$ cat src/rtl/tcdm_g_stream_reader_if.sv
// Bundle of the wide TCDM read ports and the outgoing data stream of the
// strided stream reader. The master side is the reader; the slave side is the memory/consumer.
interface tcdm_g_stream_reader_if #(
  parameter int ADDR_SRAM_WIDTH = 10,
  parameter int DATA_WIDTH      = 32,
  parameter int SIZE            = 1,
  parameter int NPX             = 4
);
  localparam int BW = NPX * SIZE * DATA_WIDTH;

  logic [NPX-1:0]                 data_req_o;
  logic [NPX*ADDR_SRAM_WIDTH-1:0] data_add_o;
  logic [NPX-1:0]                 data_wen_o;
  logic [BW-1:0]                  data_wdata_o;
  logic [BW/8-1:0]                data_be_o;
  logic [BW-1:0]                  data_r_rdata_i;
  logic                           out_valid;
  logic                           out_ready;
  logic [BW-1:0]                  out_data;
  logic                           out_last;

  modport master (
    output data_req_o, data_add_o, data_wen_o, data_wdata_o, data_be_o,
    input  data_r_rdata_i,
    output out_valid, out_data, out_last,
    input  out_ready
  );

  modport slave (
    input  data_req_o, data_add_o, data_wen_o, data_wdata_o, data_be_o,
    output data_r_rdata_i,
    input  out_valid, out_data, out_last,
    output out_ready
  );
endinterface

$ cat src/rtl/tcdm_g_stream_reader.sv
// Strided 2-D read streamer: walks rows of consecutive words separated by a stride,
// reads all NPX ports in parallel and returns the data through a 2-entry valid/ready FIFO.
module tcdm_g_stream_reader #(
  parameter int ADDR_SRAM_WIDTH = 10,
  parameter int DATA_WIDTH      = 32,
  parameter int SIZE            = 1,
  parameter int NPX             = 4,
  parameter int CNT_WIDTH       = 16
) (
  input  logic                       clk,
  input  logic                       rst_n,
  input  logic                       cfg_start,
  input  logic [ADDR_SRAM_WIDTH-1:0] cfg_base_addr,
  input  logic [CNT_WIDTH-1:0]       cfg_inner_len,
  input  logic [CNT_WIDTH-1:0]       cfg_outer_len,
  input  logic [ADDR_SRAM_WIDTH-1:0] cfg_outer_stride,
  output logic                       busy,
  output logic                       done,
  tcdm_g_stream_reader_if.master     bus
);

  localparam int BW = NPX * SIZE * DATA_WIDTH;
  localparam logic [CNT_WIDTH-1:0]       CNT_ZERO  = {CNT_WIDTH{1'b0}};
  localparam logic [CNT_WIDTH-1:0]       CNT_ONE   = {{(CNT_WIDTH-1){1'b0}}, 1'b1};
  localparam logic [ADDR_SRAM_WIDTH-1:0] ADDR_ZERO = {ADDR_SRAM_WIDTH{1'b0}};
  localparam logic [ADDR_SRAM_WIDTH-1:0] ADDR_ONE  = {{(ADDR_SRAM_WIDTH-1){1'b0}}, 1'b1};

  typedef enum logic [1:0] {
    IDLE  = 2'd0,
    RUN   = 2'd1,
    DRAIN = 2'd2,
    DONE  = 2'd3
  } state_t;

  state_t                     state_r, state_nxt_s;
  logic [CNT_WIDTH-1:0]       inner_len_r, outer_len_r, col_r, row_r;
  logic [ADDR_SRAM_WIDTH-1:0] stride_r, addr_r, row_base_r;
  logic                       inflight_r, inflight_last_r;
  logic [BW-1:0]              fifo_data_r [2];
  logic                       fifo_last_r [2];
  logic                       wr_ptr_r, rd_ptr_r;
  logic [1:0]                 fifo_cnt_r, cnt_next_s;
  logic                       pop_s, issue_s, col_last_s, row_last_s, out_valid_s;

  // Occupancy after this cycle counts the beat already in flight, so a new request
  // is only issued when its data is guaranteed a free FIFO slot on arrival.
  assign out_valid_s = (fifo_cnt_r != 2'd0);
  assign pop_s       = out_valid_s & bus.out_ready;
  assign cnt_next_s  = fifo_cnt_r + {1'b0, inflight_r} - {1'b0, pop_s};
  assign issue_s     = (state_r == RUN) && (cnt_next_s < 2'd2);
  assign col_last_s  = (col_r == inner_len_r - CNT_ONE);
  assign row_last_s  = (row_r == outer_len_r - CNT_ONE);

  assign busy = (state_r != IDLE);
  assign done = (state_r == DONE);

  assign bus.data_req_o   = {NPX{issue_s}};
  assign bus.data_add_o   = {NPX{addr_r}};
  assign bus.data_wen_o   = {NPX{1'b1}};
  assign bus.data_wdata_o = {BW{1'b0}};
  assign bus.data_be_o    = {(BW/8){1'b1}};
  assign bus.out_valid    = out_valid_s;
  assign bus.out_data     = fifo_data_r[rd_ptr_r];
  assign bus.out_last     = out_valid_s & fifo_last_r[rd_ptr_r];

  // State register
  always_ff @(posedge clk or negedge rst_n) begin
    if (!rst_n) begin
      state_r <= IDLE;
    end else begin
      state_r <= state_nxt_s;
    end
  end

  // Next-state logic
  always_comb begin
    state_nxt_s = state_r;
    case (state_r)
      IDLE: begin
        if (cfg_start) begin
          if ((cfg_inner_len == CNT_ZERO) || (cfg_outer_len == CNT_ZERO)) begin
            state_nxt_s = DONE;
          end else begin
            state_nxt_s = RUN;
          end
        end else begin
          state_nxt_s = IDLE;
        end
      end
      RUN: begin
        if (issue_s && col_last_s && row_last_s) begin
          state_nxt_s = DRAIN;
        end else begin
          state_nxt_s = RUN;
        end
      end
      DRAIN: begin
        if (cnt_next_s == 2'd0) begin
          state_nxt_s = DONE;
        end else begin
          state_nxt_s = DRAIN;
        end
      end
      DONE:    state_nxt_s = IDLE;
      default: state_nxt_s = IDLE;
    endcase
  end

  // Configuration latch and 2-D address walker
  always_ff @(posedge clk or negedge rst_n) begin
    if (!rst_n) begin
      inner_len_r <= CNT_ZERO;
      outer_len_r <= CNT_ZERO;
      stride_r    <= ADDR_ZERO;
      addr_r      <= ADDR_ZERO;
      row_base_r  <= ADDR_ZERO;
      col_r       <= CNT_ZERO;
      row_r       <= CNT_ZERO;
    end else if ((state_r == IDLE) && cfg_start) begin
      inner_len_r <= cfg_inner_len;
      outer_len_r <= cfg_outer_len;
      stride_r    <= cfg_outer_stride;
      addr_r      <= cfg_base_addr;
      row_base_r  <= cfg_base_addr;
      col_r       <= CNT_ZERO;
      row_r       <= CNT_ZERO;
    end else if (issue_s) begin
      if (col_last_s) begin
        col_r <= CNT_ZERO;
        if (!row_last_s) begin
          row_r      <= row_r + CNT_ONE;
          row_base_r <= row_base_r + stride_r;
          addr_r     <= row_base_r + stride_r;
        end
      end else begin
        col_r  <= col_r + CNT_ONE;
        addr_r <= addr_r + ADDR_ONE;
      end
    end
  end

  // In-flight tracking for the fixed one-cycle SRAM latency
  always_ff @(posedge clk or negedge rst_n) begin
    if (!rst_n) begin
      inflight_r      <= 1'b0;
      inflight_last_r <= 1'b0;
    end else begin
      inflight_r      <= issue_s;
      inflight_last_r <= issue_s & col_last_s & row_last_s;
    end
  end

  // Two-entry output FIFO; returning read data is always accepted
  always_ff @(posedge clk or negedge rst_n) begin
    if (!rst_n) begin
      fifo_data_r[0] <= {BW{1'b0}};
      fifo_data_r[1] <= {BW{1'b0}};
      fifo_last_r[0] <= 1'b0;
      fifo_last_r[1] <= 1'b0;
      wr_ptr_r       <= 1'b0;
      rd_ptr_r       <= 1'b0;
      fifo_cnt_r     <= 2'd0;
    end else begin
      if (inflight_r) begin
        fifo_data_r[wr_ptr_r] <= bus.data_r_rdata_i;
        fifo_last_r[wr_ptr_r] <= inflight_last_r;
        wr_ptr_r              <= ~wr_ptr_r;
      end
      if (pop_s) begin
        rd_ptr_r <= ~rd_ptr_r;
      end
      fifo_cnt_r <= cnt_next_s;
    end
  end

endmodule

$ cat src/flat_wrapper.sv
// flat-port wrapper written by rule: the top's interface ports become plain ports
module tcdm_g_stream_reader_flat 
#(
  parameter int ADDR_SRAM_WIDTH = 10,
  parameter int DATA_WIDTH      = 32,
  parameter int SIZE            = 1,
  parameter int NPX             = 4,
  parameter int CNT_WIDTH       = 16
)
  (clk, rst_n, cfg_start, cfg_base_addr, cfg_inner_len, cfg_outer_len, cfg_outer_stride, busy, done, bus_data_req_o, bus_data_add_o, bus_data_wen_o, bus_data_wdata_o, bus_data_be_o, bus_data_r_rdata_i, bus_out_valid, bus_out_data, bus_out_last, bus_out_ready);
  tcdm_g_stream_reader_if #(.ADDR_SRAM_WIDTH(ADDR_SRAM_WIDTH), .DATA_WIDTH(DATA_WIDTH), .SIZE(SIZE), .NPX(NPX)) bus_i ();
  input  logic clk;
  input  logic rst_n;
  input  logic cfg_start;
  input  logic [ADDR_SRAM_WIDTH-1:0] cfg_base_addr;
  input  logic [CNT_WIDTH-1:0] cfg_inner_len;
  input  logic [CNT_WIDTH-1:0] cfg_outer_len;
  input  logic [ADDR_SRAM_WIDTH-1:0] cfg_outer_stride;
  output logic busy;
  output logic done;
  output wire logic [$bits(bus_i.data_req_o)-1:0] bus_data_req_o;
  output wire logic [$bits(bus_i.data_add_o)-1:0] bus_data_add_o;
  output wire logic [$bits(bus_i.data_wen_o)-1:0] bus_data_wen_o;
  output wire logic [$bits(bus_i.data_wdata_o)-1:0] bus_data_wdata_o;
  output wire logic [$bits(bus_i.data_be_o)-1:0] bus_data_be_o;
  input wire logic [$bits(bus_i.data_r_rdata_i)-1:0] bus_data_r_rdata_i;
  output wire logic [$bits(bus_i.out_valid)-1:0] bus_out_valid;
  output wire logic [$bits(bus_i.out_data)-1:0] bus_out_data;
  output wire logic [$bits(bus_i.out_last)-1:0] bus_out_last;
  input wire logic [$bits(bus_i.out_ready)-1:0] bus_out_ready;
  assign bus_data_req_o = bus_i.data_req_o;
  assign bus_data_add_o = bus_i.data_add_o;
  assign bus_data_wen_o = bus_i.data_wen_o;
  assign bus_data_wdata_o = bus_i.data_wdata_o;
  assign bus_data_be_o = bus_i.data_be_o;
  assign bus_i.data_r_rdata_i = bus_data_r_rdata_i;
  assign bus_out_valid = bus_i.out_valid;
  assign bus_out_data = bus_i.out_data;
  assign bus_out_last = bus_i.out_last;
  assign bus_i.out_ready = bus_out_ready;
  tcdm_g_stream_reader #(.ADDR_SRAM_WIDTH(ADDR_SRAM_WIDTH), .DATA_WIDTH(DATA_WIDTH), .SIZE(SIZE), .NPX(NPX), .CNT_WIDTH(CNT_WIDTH)) u_core (.clk(clk), .rst_n(rst_n), .cfg_start(cfg_start), .cfg_base_addr(cfg_base_addr), .cfg_inner_len(cfg_inner_len), .cfg_outer_len(cfg_outer_len), .cfg_outer_stride(cfg_outer_stride), .busy(busy), .done(done), .bus(bus_i));
endmodule
$ cat config.mk
export PLATFORM = sky130hd
export DESIGN_NAME = tcdm_g_stream_reader_flat
export DESIGN_NICKNAME = d
export VERILOG_FILES = /design/src/rtl/tcdm_g_stream_reader_if.sv /design/src/rtl/tcdm_g_stream_reader.sv /design/src/flat_wrapper.sv
export SDC_FILE = /design/constraint.sdc
export NUM_CORES = 1
export LEC_CHECK = 0
export BUFFER_PORTS_ARGS = -buffer_cell sky130_fd_sc_hd__buf_2
export CAP_MARGIN = 25
export CORE_ASPECT_RATIO = 0.75
export CORE_MARGIN = 8
export CORE_UTILIZATION = 54
export DETAILED_ROUTE_END_ITERATION = 16
export PLACE_DENSITY = 0.86
export SETUP_SLACK_MARGIN = 0.5
export SYNTH_ARGS = -nofsm -noshare
export SYNTH_HDL_FRONTEND = slang
export SYNTH_SLANG_ARGS = --single-unit
$ cat constraint.sdc
create_clock -name clk -period 4.51 [get_ports clk]
set_clock_uncertainty 0.2 [all_clocks]
set_input_delay 0.451 -clock clk [delete_from_list [all_inputs] [get_ports clk]]
set_output_delay 0.451 -clock clk [all_outputs]
set_load 0.02 [all_outputs]
* Word level (Yosys, flattened, before mapping)
Cells that the tools add are included.
Cells by class: add/sub/neg operators 8, order comparisons 4, equal/unequal tests 7, mux-type cells 31, bitwise logic cells 8, reductions and logical operators 16
Operators with widths (count):
- $mux 128 | 4
- $bwmux 256 | 1
- $demux 128 s1 | 1
- $mux 16 | 7
- $mux 10 | 7
- $add 16x1->16 const B | 2
- $eq 16x16->1 | 2
- $logic_not 16->1 | 2
- $sub 16x1->16 const B | 2
- $add 10x1->10 const B | 1
- $add 10x10->10 | 1
- $pmux 2 s4 | 1
- $reduce_bool 2->1 | 4
- $mux 2 | 3
- $logic_and 1x1->1 | 5
- $mux 1 | 5
- $and 1x1->1 | 4
- $eq 2x2->1 const B | 2
- $ge 2x2->1 const B | 2
- $logic_not 2->1 | 2
- $not 1->2 | 2
- $ne 3x3->1 const B | 1
- $reduce_and 3->1 | 1
- $add 2x1->2 | 1
- 10 further kinds | 11
Word-level totals: register bits after elaboration 360, input port bits 184, output and inout bits 324, word-level logic and storage cells 91

* Longest topological paths before layout
word-level depth 9, mapped depth 15, mapped depth without buffers 14

* Least setup slack after synthesis
No wires, ideal clock.
path type register to register, from reg u_core.inner_len_r[0], to reg u_core.row_base_r[0], setup time 0.137 ns, data arrival time 3.444 ns, data required time 4.173 ns, path slack 0.729 ns, cell stages (with the launch flop) 13, path buffers 2, path through dfrtp_1 > inv_1 > ha_1 > or4b_4 > or4b_2 > mux2i_1 > o2111ai_1 > or4_4 > buf_6 > a211oi_4 > buf_6 > mux2i_1 > a21oi_1
Between the ends: word-level cells in the longest chain between the ends 4
RTL lines:
- from (decl) | RTL line tcdm_g_stream_reader.sv:36 | logic [CNT_WIDTH-1:0] inner_len_r, outer_len_r, col_r, row_r;
- from (signal assigned) | RTL line tcdm_g_stream_reader.sv:120 | inner_len_r <= cfg_inner_len;
- $sub 16x1->16 | RTL line tcdm_g_stream_reader.sv:51 | assign col_last_s = (col_r == inner_len_r - CNT_ONE);
- $eq 16x16->1 | RTL line tcdm_g_stream_reader.sv:51
- $reduce_bool 2->1 (no source line)
- $reduce_and 3->1 (no source line)
- to (signal assigned) | RTL line tcdm_g_stream_reader.sv:124 | row_base_r <= cfg_base_addr;
- to (signal assigned) | RTL line tcdm_g_stream_reader.sv:132 | row_base_r <= row_base_r + stride_r;
- to (decl) | RTL line tcdm_g_stream_reader.sv:37 | logic [ADDR_SRAM_WIDTH-1:0] stride_r, addr_r, row_base_r;
Every way passes these cells. A chain may end at the register's enable or synchronous reset.

* Worst setup path in the final report
from reg u_core.inner_len_r[5], to reg u_core.row_r[7]
Between the ends: word-level cells in the longest chain between the ends 4
RTL lines:
- $sub 16x1->16 | RTL line tcdm_g_stream_reader.sv:51
- $eq 16x16->1 | RTL line tcdm_g_stream_reader.sv:51
- $reduce_bool 2->1 (no source line)
- $reduce_and 3->1 (no source line)
- to (signal assigned) | RTL line tcdm_g_stream_reader.sv:131 | row_r <= row_r + CNT_ONE;
- to (decl) | RTL line tcdm_g_stream_reader.sv:36
Every way passes these cells.

==> impl_metrics.env <==
export IMPL_dieArea_mm2=0.0414
export IMPL_grt_pass1_vias=15331
export IMPL_io_pins=508
export IMPL_root_buffer="clkbuf_16"
export IMPL_grt_setup_unrepaired="no"
export IMPL_synth_seq_area_share=0.476
export IMPL_final_cell_mix="393 x mux2_2, 359 x dfrtp_1, 358 x buf_2"
export IMPL_post_route_period_util=0.868
export IMPL_cts_tree="yes"
export IMPL_syn_inst=1639
export IMPL_finalPower_mw=17.9
export IMPL_yosys_warnings=0
export IMPL_start_kind="flop"
export IMPL_placement_rows=59
export IMPL_drcViolationCount=0
export IMPL_clock_latency_ns=0.53
export IMPL_worst_slew_pin_slew_ns=0.988
export IMPL_maxCapViolCount=0
export IMPL_cpMaxStageDelayCell="or4_4"
export IMPL_hold_violations=0
export IMPL_critPathRequiredTime_ns=4.77
export IMPL_synth_flop_cell="dfrtp_1"
export IMPL_cp_arrival_ns=4.17
export IMPL_clk_path_buf_depth=3
export IMPL_wl_um=56000
export IMPL_dieWidth_um=232
export IMPL_slew_violations=0
export IMPL_vias=14495
export IMPL_path_buf_inv=2
export IMPL_io_buffers=359
export IMPL_timing_critical_path_mode_cell="or4_4"
export IMPL_clock_sinks=360
export IMPL_crit_fanout=8
export IMPL_irDropWorstVdd_mv=0.570
export IMPL_viasPerCell=5.54
export IMPL_grt_max_degree=126
export IMPL_drive_gt1_frac=0.396
export IMPL_leakagePower_nw=10.8
export IMPL_min_period_ns=3.92
export IMPL_drtIter0Drc=1160
export IMPL_start_util=0.547
export IMPL_worst_path_dominant_cell_family="simple AND/OR/NAND/NOR gates"
export IMPL_synth_seq_cells=360
export IMPL_yosysTopAreaCell="dfrtp_1"
export IMPL_first_pass_iters=5
export IMPL_power_density_mw_per_mm2=764
export IMPL_grt_antenna_before_repair=3
export IMPL_setup_viol=0
export IMPL_setup_ws_ns=0.594
export IMPL_synth_edff_count=0
export IMPL_clk_pin_slew_ns=0.06
export IMPL_netlist_area_leader_share=0.476
export IMPL_nets=2328
export IMPL_netlist_top_cells_area="dfrtp_1 48%, mux2_2 23%, buf_4 7.2%, nand2_1 3.2%, xnor2_1 1.6%"
export IMPL_syn_area_mm2=0.0189
export IMPL_gp_congestion=0.902
export IMPL_hold_path_class="in -> reg"
export IMPL_ant_nets=0
export IMPL_crit_chain="or4_4 -> or4_4 -> a2111oi_4 -> o2111ai_1 -> or4_4 -> buf_4 -> a2111oi_4 -> buf_4 -> nand4_1 -> a21oi_1"
export IMPL_grt_use_total=0.258
export IMPL_dp_hpwl_um=34600
export IMPL_setup_tns_ns=0
export IMPL_synth_cell_types=70
export IMPL_max_stage_delay_ns=0.60
export IMPL_pre_cts_slack_ns=0.262
export IMPL_grt_pass1_wl_um=86500
export IMPL_syn_to_final_growth_pct=24.1
export IMPL_htree_levels=2
export IMPL_gr_total_overflow=0
export IMPL_routedWlPerCell_um=21.4
export IMPL_crit_path_end_kind="flop"
export IMPL_relSlewSlack=0.341
export IMPL_avgSynthCellArea_um2=11.6
export IMPL_outcome="finished, final reports clean"
export IMPL_critical_path_class="reg -> reg"
export IMPL_cts_buffers_inserted=37
export IMPL_max_freq_mhz=255
export IMPL_die_h_um=178
export IMPL_async_flop_share=1.00
export IMPL_final_common_cell="mux2_2"
export IMPL_core_area_mm2=0.0346
[state kept, by name, summed over array words and instances, names as in the netlist]
name	flops
u_core.addr_r	10
u_core.col_r	16
u_core.fifo_cnt_r	2
u_core.fifo_data_r	256
u_core.fifo_last_r	2
u_core.inflight_last_r	1
u_core.inflight_r	1
u_core.inner_len_r	16
u_core.outer_len_r	16
u_core.rd_ptr_r	1
u_core.row_base_r	10
u_core.row_r	16
u_core.state_r	2
u_core.stride_r	10
u_core.wr_ptr_r	1
[worst register-to-register path: stages (launching register included)]
cell,delay [ns]
dfrtp_1,0.45
or4_4,0.60
or4_4,0.57
a2111oi_4,0.36
o2111ai_1,0.17
or4_4,0.55
buf_4,0.18
a2111oi_4,0.32
buf_4,0.19
nand4_1,0.09
a21oi_1,0.16
[power by group]
| group | internal, mW | total [mW] | leakage [nW] | switching, mW |
|---|---|---|---|---|
| clock | 1.78 | 3.08 | 0.573 | 1.31 |
| combinational | 3.97 | 8.95 | 5.89 | 4.98 |
| sequential | 4.72 | 5.91 | 4.31 | 1.19 |
| total | 10.5 | 17.9 | 10.8 | 7.48 |
[metal layers]
layer  share of wire  routed length [um]  vias up  GRT usage
li1                -                   -     6415          -
met1            0.38               21300     7277      0.312
met2            0.51               28400      660      0.448
met3           0.075                4180      143     0.0558
met4           0.038                2130        0      0.102
met5               0                   0        -          0
[synth_stat cells, drive strengths merged, types with 8 or more instances]
cell,n
mux2,393
dfrtp,360
buf,198
nand2,163
clkbuf,59
nor2,48
o21ai,38
xnor2,35
a21oi,33
inv,22
xor2,21
mux2i,20
and3,18
nand3,18
nor3,18
ha,16
nor4,16
nand4,15
nand3b,13
nand2b,12
nor2b,9
o31ai,9
or3,9
and2,8
[repair_timing]
action,4_1_cts,5_1_grt
endpoints found under the hold margin,411,0
gates resized for setup,5,5
buffers inserted,3,1
setup endpoints to repair,27,39
hold buffers,180,0
pin swaps,2,1
[path summary, 6_finish.rpt]
| kind | end | cells after the start | startpoint | slack, ns |
|---|---|---|---|---|
| worst min-delay path | u_core.row_base_r[5] | 3 | cfg_base_addr[5] | 0.04 |
| worst min register to register | u_core.stride_r[7] | 2 | u_core.stride_r[7] | 0.29 |
| min in group asynchronous | u_core.fifo_data_r[253] | 2 | rst_n | 0.39 |
| worst max register to register | u_core.row_r[7] | 10 | u_core.inner_len_r[5] | 0.59 |
| worst max-delay path | u_core.row_r[7] | 10 | u_core.inner_len_r[5] | 0.59 |
| max in group asynchronous | u_core.outer_len_r[7] | 3 | rst_n | 2.67 |
[logic make-up (layout without fill, tap and decap cells)]
| logic type | count (synthesis) | count (layout) | synth area share |
|---|---|---|---|
| multiplexers | 413 | 413 | 0.244 |
| AO/OA/AOI/OAI | 136 | 136 | 0.0497 |
| other | 2 | 154 | 0.000397 |
| AND/OR/NAND/NOR | 376 | 376 | 0.0993 |
| XOR/XNOR | 56 | 56 | 0.0259 |
| buffers and inverters | 279 | 648 | 0.0930 |
| flip-flops | 360 | 360 | 0.476 |
| adder cells (fa/ha/maj) | 17 | 17 | 0.0116 |
[area by class of cell]
cell class,instances,area [um2]
flip-flops and latches,360,9010
clock inverters,11,123
fillers,2280,11100
multi-input cells,1146,8770
diodes,6,15.0
repair buffers,560,3840
inverters,22,86.3
well taps,457,572
clock buffers,55,1080
[per-stage QoR]
step | util | std cells | cell area, um2 | hold slack [ns]
after floorplan | - | 1785 | 19500 | -0.0446
after global placement | 0.589 | 2361 | 20400 | 0.271
after detailed placement | 0.589 | 2361 | 20400 | 0.271
after CTS | 0.677 | 2610 | 23400 | 0.00770
after global routing | 0.678 | 2614 | 23500 | 0.0631
final | 0.679 | 2617 | 23500 | 0.0440
(Power assumes the default switching activity.)
